===== config.mk =====
export PLATFORM = sky130hd
export DESIGN_NAME = csr_trap_ctrl
export DESIGN_NICKNAME = d
export VERILOG_FILES = /design/src/rtl/csr_pkg.sv /design/src/rtl/csr_trap_ctrl.sv
export SDC_FILE = /design/constraint.sdc
export NUM_CORES = 1
export LEC_CHECK = 0
export ABC_CLOCK_PERIOD_IN_PS = 1900
export BUFFER_PORTS_ARGS = -buffer_cell sky130_fd_sc_hd__buf_2
export CAP_MARGIN = 20
export CORE_ASPECT_RATIO = 0.8
export CORE_MARGIN = 1.5
export CORE_UTILIZATION = 46
export CTS_CLUSTER_SIZE = 8
export DETAILED_ROUTE_END_ITERATION = 12
export GPL_TIMING_DRIVEN = 0
export PLACE_DENSITY = 0.76
export REMOVE_ABC_BUFFERS = 1
export SYNTH_ARGS = -nofsm -noshare
export SYNTH_HDL_FRONTEND = slang
export SYNTH_SLANG_ARGS = --single-unit
export TNS_END_PERCENT = 1

===== constraint.sdc =====
create_clock -name clk -period 1.9 [get_ports clk]
set_input_delay 0.285 -clock clk [delete_from_list [all_inputs] [get_ports clk]]
set_output_delay 0.285 -clock clk [all_outputs]
set_load 0.02 [all_outputs]

===== src/rtl/csr_pkg.sv =====
// CSR index map, operation/state encodings and the Zicsr read-modify-write rule.
// Shared by the trap/CSR access sequencer.
package csr_pkg;

    localparam int CSR_XLEN = 64;

    localparam logic [1:0] CSR_MEPC   = 2'd0;
    localparam logic [1:0] CSR_MCAUSE = 2'd1;
    localparam logic [1:0] CSR_MTVEC  = 2'd2;
    localparam logic [1:0] CSR_RSVD   = 2'd3;

    typedef enum logic [1:0] {
        CSR_OP_ILL = 2'b00,
        CSR_OP_RW  = 2'b01,
        CSR_OP_RS  = 2'b10,
        CSR_OP_RC  = 2'b11
    } csr_op_e;

    typedef enum logic [2:0] {
        ST_IDLE,
        ST_TRAP_EPC,
        ST_TRAP_CAUSE,
        ST_TRAP_VEC,
        ST_MRET_RD,
        ST_CSR_RMW,
        ST_RESP
    } ctrl_state_e;

    // Illegal op degenerates to a read: the new value equals the old one.
    function automatic logic [CSR_XLEN-1:0] csr_rmw(
        input csr_op_e             op,
        input logic [CSR_XLEN-1:0] old_val,
        input logic [CSR_XLEN-1:0] src
    );
        case (op)
            CSR_OP_RW: return src;
            CSR_OP_RS: return old_val | src;
            CSR_OP_RC: return old_val & ~src;
            default:   return old_val;
        endcase
    endfunction

endpackage


===== src/rtl/csr_trap_ctrl.sv =====
// Trap entry / mret / Zicsr RMW sequencer driving the machine CSR file; optional trap counter under CSR_TRAP_CNT_EN.
// Latency: trap done at T+4, mret and CSR ops done at T+2 after accept at T.
// Backpressure: o_ready only in IDLE; requests must be held until accepted, requests while busy are ignored.
module csr_trap_ctrl
    import csr_pkg::*;
#(
    parameter int DATA_WIDTH = 64,
    parameter int ADDR_WIDTH = 2,
    parameter int CNT_WIDTH  = 32
) (
    input  logic                  clk,
    input  logic                  arstn,
    input  logic                  i_trap_req,
    input  logic [DATA_WIDTH-1:0] i_trap_pc,
    input  logic [DATA_WIDTH-1:0] i_trap_cause,
    input  logic                  i_mret_req,
    input  logic                  i_csr_req,
    input  logic [1:0]            i_csr_op,
    input  logic [ADDR_WIDTH-1:0] i_csr_addr,
    input  logic [DATA_WIDTH-1:0] i_csr_src,
    output logic                  o_ready,
    output logic                  o_done,
    output logic                  o_redirect_valid,
    output logic [DATA_WIDTH-1:0] o_redirect_pc,
    output logic [DATA_WIDTH-1:0] o_csr_rd_data,
    output logic                  o_csr_illegal,
    output logic                  o_csr_we,
    output logic [ADDR_WIDTH-1:0] o_csr_waddr,
    output logic [DATA_WIDTH-1:0] o_csr_wdata,
    output logic [ADDR_WIDTH-1:0] o_csr_raddr,
    input  logic [DATA_WIDTH-1:0] i_csr_rdata
`ifdef CSR_TRAP_CNT_EN
    ,
    output logic [CNT_WIDTH-1:0]  o_trap_count
`endif
);

    ctrl_state_e           state_q;
    logic [DATA_WIDTH-1:0] pc_q, cause_q, src_q;
    csr_op_e               op_q;
    logic [ADDR_WIDTH-1:0] addr_q;
    logic [DATA_WIDTH-1:0] redirect_pc_q, rd_data_q;
    logic                  done_q, redir_vld_q, illegal_q;

    logic                  rsvd_sel_d, rmw_wr_d;
    logic [DATA_WIDTH-1:0] rmw_old_d, rmw_new_d;

    assign rsvd_sel_d = (addr_q == ADDR_WIDTH'(CSR_RSVD));
    // Set/clear with a zero mask must not touch the file (no side effect).
    assign rmw_wr_d   = !rsvd_sel_d &&
                        ((op_q == CSR_OP_RW) ||
                         (((op_q == CSR_OP_RS) || (op_q == CSR_OP_RC)) && (src_q != '0)));
    assign rmw_old_d  = rsvd_sel_d ? '0 : i_csr_rdata;
    assign rmw_new_d  = DATA_WIDTH'(csr_rmw(op_q, CSR_XLEN'(i_csr_rdata), CSR_XLEN'(src_q)));

    always_comb begin
        o_csr_we    = 1'b0;
        o_csr_waddr = '0;
        o_csr_wdata = '0;
        o_csr_raddr = '0;
        case (state_q)
            ST_TRAP_EPC: begin
                o_csr_we    = 1'b1;
                o_csr_waddr = ADDR_WIDTH'(CSR_MEPC);
                o_csr_wdata = pc_q;
            end
            ST_TRAP_CAUSE: begin
                o_csr_we    = 1'b1;
                o_csr_waddr = ADDR_WIDTH'(CSR_MCAUSE);
                o_csr_wdata = cause_q;
            end
            ST_TRAP_VEC: o_csr_raddr = ADDR_WIDTH'(CSR_MTVEC);
            ST_MRET_RD:  o_csr_raddr = ADDR_WIDTH'(CSR_MEPC);
            ST_CSR_RMW: begin
                o_csr_raddr = addr_q;
                o_csr_we    = rmw_wr_d;
                o_csr_waddr = rmw_wr_d ? addr_q : '0;
                o_csr_wdata = rmw_wr_d ? rmw_new_d : '0;
            end
            default: ;
        endcase
    end

    always_ff @(posedge clk or negedge arstn) begin
        if (!arstn) begin
            state_q       <= ST_IDLE;
            pc_q          <= '0;
            cause_q       <= '0;
            src_q         <= '0;
            op_q          <= CSR_OP_ILL;
            addr_q        <= '0;
            redirect_pc_q <= '0;
            rd_data_q     <= '0;
            done_q        <= 1'b0;
            redir_vld_q   <= 1'b0;
            illegal_q     <= 1'b0;
        end else begin
            done_q      <= 1'b0;
            redir_vld_q <= 1'b0;
            illegal_q   <= 1'b0;
            case (state_q)
                ST_IDLE: begin
                    if (i_trap_req) begin
                        pc_q    <= i_trap_pc;
                        cause_q <= i_trap_cause;
                        state_q <= ST_TRAP_EPC;
                    end else if (i_mret_req) begin
                        state_q <= ST_MRET_RD;
                    end else if (i_csr_req) begin
                        op_q    <= csr_op_e'(i_csr_op);
                        addr_q  <= i_csr_addr;
                        src_q   <= i_csr_src;
                        state_q <= ST_CSR_RMW;
                    end
                end
                ST_TRAP_EPC:   state_q <= ST_TRAP_CAUSE;
                ST_TRAP_CAUSE: state_q <= ST_TRAP_VEC;
                ST_TRAP_VEC: begin
                    redirect_pc_q <= {i_csr_rdata[DATA_WIDTH-1:2], 2'b00};
                    done_q        <= 1'b1;
                    redir_vld_q   <= 1'b1;
                    state_q       <= ST_RESP;
                end
                ST_MRET_RD: begin
                    redirect_pc_q <= i_csr_rdata;
                    done_q        <= 1'b1;
                    redir_vld_q   <= 1'b1;
                    state_q       <= ST_RESP;
                end
                ST_CSR_RMW: begin
                    rd_data_q <= rmw_old_d;
                    illegal_q <= rsvd_sel_d;
                    done_q    <= 1'b1;
                    state_q   <= ST_RESP;
                end
                default: state_q <= ST_IDLE;
            endcase
        end
    end

`ifdef CSR_TRAP_CNT_EN
    logic [CNT_WIDTH-1:0] trap_cnt_q;

    always_ff @(posedge clk or negedge arstn) begin
        if (!arstn) begin
            trap_cnt_q <= '0;
        end else if ((state_q == ST_TRAP_VEC) && (trap_cnt_q != '1)) begin
            trap_cnt_q <= trap_cnt_q + 1'b1;
        end
    end

    assign o_trap_count = trap_cnt_q;
`endif

    assign o_ready          = (state_q == ST_IDLE);
    assign o_done           = done_q;
    assign o_redirect_valid = redir_vld_q;
    assign o_redirect_pc    = redirect_pc_q;
    assign o_csr_rd_data    = rd_data_q;
    assign o_csr_illegal    = illegal_q;

endmodule


== Word-level counts from Yosys, hierarchy flattened ==
Index checks and enable logic that the tools add are counted.
Operators by class
  eq/ne operators: 10
  muxes and demuxes: 16
  bitwise logic cells: 5
  reduce and logical (&&, ||, !) cells: 13
Operator list (number)
  one-hot mux 64 bit (3 select lines): 2
  2-to-1 mux 64 bit: 2
  one-hot mux 64 bit (2 select lines): 1
  AND 64 bit: 1
  NOT 64 bit: 1
  bitwise OR 64 bit: 1
  nonzero test 64 bit: 1
  one-hot mux 3 bit (4 select lines): 1
  2-to-1 mux 3 bit: 3
  one-hot mux 2 bit (2 select lines): 2
  equality test 2 bit (second input constant): 3
  equality test 3 x 2 -> 1 bit (second input constant): 2
  equality test 3 bit (second input constant): 2
  inequality test 4 bit (second input constant): 1
  AND reduction 4 bit: 1
  OR reduction 2 bit: 2
  equality test 3 x 1 -> 1 bit (second input constant): 1
  zero test 3 bit: 1
  2-to-1 mux 1 bit: 3
  OR reduction 3 bit: 1
  equality test 2 x 1 -> 1 bit (second input constant): 1
  logical AND 1 bit: 2
  logical OR 1 bit: 2
  2-to-1 mux 2 bit: 1
  other kinds (5): 6
Word-level totals
  register bits: 330
  input bits: 265
  output and inout bits: 201

== Depth between registers and ports, before layout ==
  depth in word-level cells: 7
  depth in mapped cells: 8
  gate-level depth less buffers: 5

== Worst setup path before layout ==
No wires, ideal clock.
  kind: reg-to-output
  start: register op_q[1]
  end: output port o_csr_wdata[54]
  data arrival time: 1.744 ns
  setup slack: -0.129 ns
  cell stages (with the launch flop): 9
  buffers on the path: 3
  cell sequence: dfrtp_1 buf_2 nand2b_1 clkbuf_1 clkbuf_1 nand2_1 o21ai_0 nand2_1 o22ai_1
On the way
  longest elaborated chain between the ends: 7
RTL lines
  from (decl): RTL line csr_trap_ctrl.sv:40  | csr_op_e op_q;
  from (signal assigned): RTL line csr_trap_ctrl.sv:110  | op_q <= csr_op_e'(i_csr_op);
  equality test 2 bit: RTL line csr_pkg.sv:35, csr_trap_ctrl.sv:52
  logical OR 1 bit: RTL line csr_trap_ctrl.sv:52  | (((op_q == CSR_OP_RS) || (op_q == CSR_OP_RC)) && (src_q != '0)));
  logical AND 1 bit: RTL line csr_trap_ctrl.sv:52
  logical OR 1 bit: RTL line csr_trap_ctrl.sv:51  | ((op_q == CSR_OP_RW) ||
  logical AND 1 bit: RTL line csr_trap_ctrl.sv:50  | assign rmw_wr_d = !rsvd_sel_d &&
  2-to-1 mux 64 bit (*): RTL line csr_trap_ctrl.sv:78  | o_csr_wdata = rmw_wr_d ? rmw_new_d : '0;
  one-hot mux 64 bit (3 select lines) (*): RTL line csr_trap_ctrl.sv:61  | case (state_q)
  to (decl): RTL line csr_trap_ctrl.sv:29  | output logic [DATA_WIDTH-1:0] o_csr_wdata,
Every way passes the cells marked *; elsewhere a longest branch is shown, timed or not.

== Worst setup path after layout ==
  start: register src_q[35]
  end: output port o_csr_wdata[29]
On the way
  longest elaborated chain between the ends: 6
RTL lines
  from (decl): RTL line csr_trap_ctrl.sv:39  | logic [DATA_WIDTH-1:0] pc_q, cause_q, src_q;
  from (signal assigned): RTL line csr_trap_ctrl.sv:112  | src_q <= i_csr_src;
  nonzero test 64 bit: RTL line csr_trap_ctrl.sv:52
  logical AND 1 bit: RTL line csr_trap_ctrl.sv:52
  logical OR 1 bit: RTL line csr_trap_ctrl.sv:51
  logical AND 1 bit: RTL line csr_trap_ctrl.sv:50
  2-to-1 mux 64 bit: RTL line csr_trap_ctrl.sv:78
  one-hot mux 64 bit (3 select lines): RTL line csr_trap_ctrl.sv:61
No other way between the ends.

==> metrics.txt <==
# TYPE chip_impl_metric gauge
chip_impl_metric{name="drt_first_iter_violations",unit=""} 1488
chip_impl_info{name="synth_most_common_cell",value="dfrtp_1"} 1
chip_impl_metric{name="io-pin-count",unit=""} 466
chip_impl_metric{name="layout.cells.non_filler",unit=""} 2452
chip_impl_metric{name="synth_area_per_cell",unit="µm²"} 11.05
chip_impl_metric{name="slew-limit-headroom",unit="%"} 28.13
chip_impl_info{name="end_kind",value="primary output"} 1
chip_impl_metric{name="leakagePower",unit="nW"} 10.15
chip_impl_info{name="synth_common_cells",value="330 x dfrtp_1, 321 x nand2_1, 258 x mux2_2, 74 x a21oi_1, 67 x o22ai_1"} 1
chip_impl_info{name="violated_checks",value="negative setup slack"} 1
chip_impl_metric{name="design.final.nets",unit=""} 2289
chip_impl_metric{name="area_growth_syn_to_layout",unit="%"} 47.27
chip_impl_info{name="critical_path_class",value="reg -> out"} 1
chip_impl_info{name="cts_tree",value="done"} 1
chip_impl_metric{name="final_setup_fails",unit=""} 393
chip_impl_metric{name="yosysTopAreaCellShare",unit="%"} 55.97
chip_impl_metric{name="reg2reg_depth",unit=""} 5
chip_impl_metric{name="initial_utilization",unit="%"} 46.85
chip_impl_metric{name="crit_path_max_fanout",unit=""} 11
chip_impl_metric{name="post_synth_instance_area",unit="mm²"} 0.01475
chip_impl_info{name="cts_root_buffer",value="clkbuf_16"} 1
chip_impl_metric{name="hold_path_cells",unit=""} 3
chip_impl_metric{name="netlist_instances",unit=""} 1335
chip_impl_metric{name="finalClockSkew",unit="ns"} 0.01670
chip_impl_metric{name="power.sequential.fraction",unit="%"} 35.2
chip_impl_metric{name="cts-root-to-sink-buffers",unit=""} 3
chip_impl_metric{name="insertion_delay",unit="ns"} 0.54
chip_impl_info{name="rsz0062_at_grt",value="yes"} 1
chip_impl_metric{name="final_layout_worst_hold_slack",unit="ns"} 0.02616
chip_impl_metric{name="power_density",unit="mW/mm²"} 1732
chip_impl_metric{name="dr_wl_met3",unit="µm"} 6719
chip_impl_metric{name="vias_per_cell",unit=""} 5.991
chip_impl_metric{name="fp.dieArea",unit="mm²"} 0.03316
chip_impl_metric{name="cts.sinks",unit=""} 330
chip_impl_metric{name="core",unit="mm²"} 0.03150
chip_impl_metric{name="comb_power_share",unit="%"} 44.5
chip_impl_metric{name="rrSetupSlack",unit="ns"} -1.01
chip_impl_metric{name="drt_pass_1_iters",unit=""} 6
chip_impl_metric{name="fp-row-count",unit=""} 58
chip_impl_info{name="r2r-end",value="cause_q[12]"} 1
chip_impl_info{name="timing.hold.worst.start",value="i_csr_rdata[44]"} 1
chip_impl_metric{name="gpl.final_weighted_congestion",unit=""} 0.8071
chip_impl_metric{name="yosysSeqAreaShare",unit="%"} 55.97
chip_impl_metric{name="met2_wirelength",unit="µm"} 28480
chip_impl_metric{name="total_clock_buffers_created_by_cts",unit=""} 47
chip_impl_metric{name="layout_cells_sized_above_1",unit="%"} 41.59
chip_impl_metric{name="place_worst_setup_slack",unit="ns"} -1.893
chip_impl_metric{name="net_sw_power",unit="mW"} 15.29
chip_impl_metric{name="final.period_utilization",unit="%"} 167.4
chip_impl_metric{name="worst_setup_hold_path_clk_slew",unit="ns"} 0.05
chip_impl_metric{name="pin_count_of_the_biggest_net_entering_global_routing",unit=""} 121
chip_impl_metric{name="max_freq",unit="MHz"} 314.3
chip_impl_metric{name="vdd.ir_drop.worst",unit="mV"} 1.274
chip_impl_metric{name="cp.arrival",unit="ns"} 2.90
chip_impl_metric{name="max_cap_viol_count",unit=""} 0
chip_impl_metric{name="grt_pass1_vias",unit=""} 15400
chip_impl_metric{name="ant_nets",unit=""} 0
chip_impl_metric{name="global_route_wire_length_before_repair",unit="µm"} 88310
chip_impl_metric{name="nFillCells",unit=""} 2051
chip_impl_metric{name="wl_met1",unit="µm"} 21060
chip_impl_info{name="status",value="complete, but fails checks"} 1
chip_impl_metric{name="p_int",unit="mW"} 22.34
chip_impl_info{name="worst_r2r_startpoint",value="state_q[2]"} 1
chip_impl_metric{name="yosys_warnings",unit=""} 0
chip_impl_metric{name="finalWorstSetupSlack",unit="ns"} -1.281
chip_impl_metric{name="horizontal_die_dimension",unit="µm"} 203.2
chip_impl_metric{name="postRouteWirelength",unit="µm"} 59680
chip_impl_info{name="postSynth.topFlopCell",value="dfrtp_1"} 1
chip_impl_metric{name="postSynthRegisterBits",unit=""} 330
chip_impl_metric{name="setup_total_negative_slack",unit="ns"} -267.09
chip_impl_info{name="synth.largest_area_cell",value="dfrtp_1"} 1
chip_impl_metric{name="grt.total_usage",unit="%"} 34.84
chip_impl_metric{name="clock_power_share",unit="%"} 20.3
chip_impl_metric{name="place_inst",unit=""} 2139
chip_impl_metric{name="finalCriticalPeriod",unit="ns"} 3.181
chip_impl_info{name="routed.top_layer",value="met5"} 1
chip_impl_metric{name="route.detailed.wl_per_inst",unit="µm"} 24.34
chip_impl_metric{name="timing.final.max_slew_violations",unit=""} 0
chip_impl_metric{name="synth.distinct_cells",unit=""} 29
chip_impl_info{name="hold_path_end",value="o_csr_rd_data[44]"} 1
chip_impl_metric{name="synth-async-reset-ratio",unit="%"} 100.0
chip_impl_info{name="timing.critical_path.from_type",value="flop"} 1
chip_impl_metric{name="cts.htree.levels",unit=""} 2
chip_impl_metric{name="area_occupied_by_multi_input_gates",unit="mm²"} 0.006255
chip_impl_metric{name="crit_required",unit="ns"} 1.62
chip_impl_metric{name="detail_route.drc_violations",unit=""} 0
chip_impl_metric{name="antenna_found_initial",unit=""} 6
chip_impl_metric{name="die_height",unit="µm"} 163.2
chip_impl_info{name="holdCritPathClass",value="in -> reg"} 1
chip_impl_metric{name="buffer_ports.inserted",unit=""} 465
chip_impl_metric{name="worst-slew-pin-transition",unit="ns"} 1.078
chip_impl_metric{name="synth_enable_flop_cells",unit=""} 0
chip_impl_metric{name="design_power_total",unit="mW"} 37.62
chip_impl_metric{name="dp_hpwl",unit="µm"} 32390
chip_impl_metric{name="grt_overflow",unit=""} 0
chip_impl_metric{name="routed-via-count",unit=""} 14690
chip_impl_metric{name="register_area",unit="mm²"} 0.008263
chip_impl_metric{name="switching_power_as_a_share_of_total_power",unit="%"} 40.63
chip_impl_metric{name="finalHoldViolations",unit=""} 0
chip_impl_info{name="synth_area_leaders",value="dfrtp_1 56%, mux2_2 20%, nand2_1 8.2%, a22oi_1 3.3%, o22ai_1 2.8%"} 1
state kept, by name (all words and copies together), names as in the netlist, 2 cells and up:
register and count:
addr_q 2, o_redirect_pc 64, cause_q 64, op_q 2, src_q 64, o_csr_rd_data 64
state_q 3, pc_q 64
worst max-delay path, stage by stage, from the launching register on:
cell and delay [ns]:
dfrtp_1 0.41, nor4_1 0.59, nand4_1 0.24, nor4b_4 0.34, buf_4 0.18, buf_12 0.13
buf_12 0.14, o22ai_1 0.11, buf_4 0.20
per-layer routing:
layer,track usage (%),vias to the layer above
met5,0,-
met4,20.00,2
met3,10.32,315
met2,58.10,1178
met1,40.14,7123
li1,-,6071
per-stage QoR:
step	instance area, µm²	util (%)
2_1_floorplan	14300	-
3_3_place_gp	17150	54.45
3_5_place_dp	17600	55.87
4_1_cts	21650	68.73
5_1_grt	21730	68.99
6_report	21730	68.99
cell families (layout without fill, tap and decap cells):
family	after synthesis	in the layout	synth area share [%]
and+or+nand+nor	372	376	10.22
DFF	330	330	55.97
AOI/OAI and AO/OA	272	272	10.94
muxes	258	258	19.69
buffers and inverters	103	791	3.180
other	0	5	0
layout by cell type (no fill, tap or decap), types with 8 or more instances in the layout:
cell / instances
a21oi_1: 68
a22oi_1: 64
buf_12: 12
buf_16: 8
buf_2: 432
buf_4: 39
clkbuf_16: 49
dfrtp_1: 328
dlygate4sd3_1: 238
mux2_2: 257
nand2_1: 319
nor2_1: 8
nor4_1: 8
o21ai_0: 64
o22ai_1: 65
final cells by class:
cell class / count / area share (%)
Timing Repair Buffer: 736 / 24.80
Inverter: 3 / 0.05183
Multi-Input combinational cell: 906 / 28.79
Clock buffer: 51 / 5.724
Antenna cell: 5 / 0.05758
Clock inverter: 1 / 0.1382
Sequential cell: 330 / 38.03
Tap cell: 420 / 2.419
how the worst max path moves through the flow:
| stage | start | endpoint | slack (ns) | cells past startpoint |
|---|---|---|---|---|
| 2_1_floorplan | state_q[2] | cause_q[0] | -3.27 | 3 |
| 3_3_place_gp | src_q[2] | o_csr_wdata[27] | -6.73 | 6 |
| 3_5_place_dp | state_q[2] | o_csr_wdata[27] | -1.89 | 7 |
| 4_1_cts | src_q[14] | o_csr_wdata[29] | -1.26 | 9 |
| 5_1_grt | src_q[14] | o_csr_wdata[10] | -1.36 | 9 |
| 6_report | src_q[35] | o_csr_wdata[29] | -1.28 | 8 |
what timing repair did:
action | CTS | global route
endpoints found under the setup margin | 393 | 393
endpoints found under the hold margin | 341 | 0
setup buffers | 12 | 0
gates cloned | 5 | 1
pin swaps | 6 | 2
hold buffers | 238 | 0
resized for setup | 55 | 20
power groups by stage:
stage	Clock, mW	Sequential (mW)	Combinational [mW]
final	7.65	13.3	16.7
after global routing	8.00	13.5	17.6
after CTS	7.64	12.9	15.8
after detailed placement	0	12.9	14.9
after global placement	0	12.7	13.0
after floorplan	0	14.1	8.02
No activity file was read; power rests on OpenSTA's default activity.
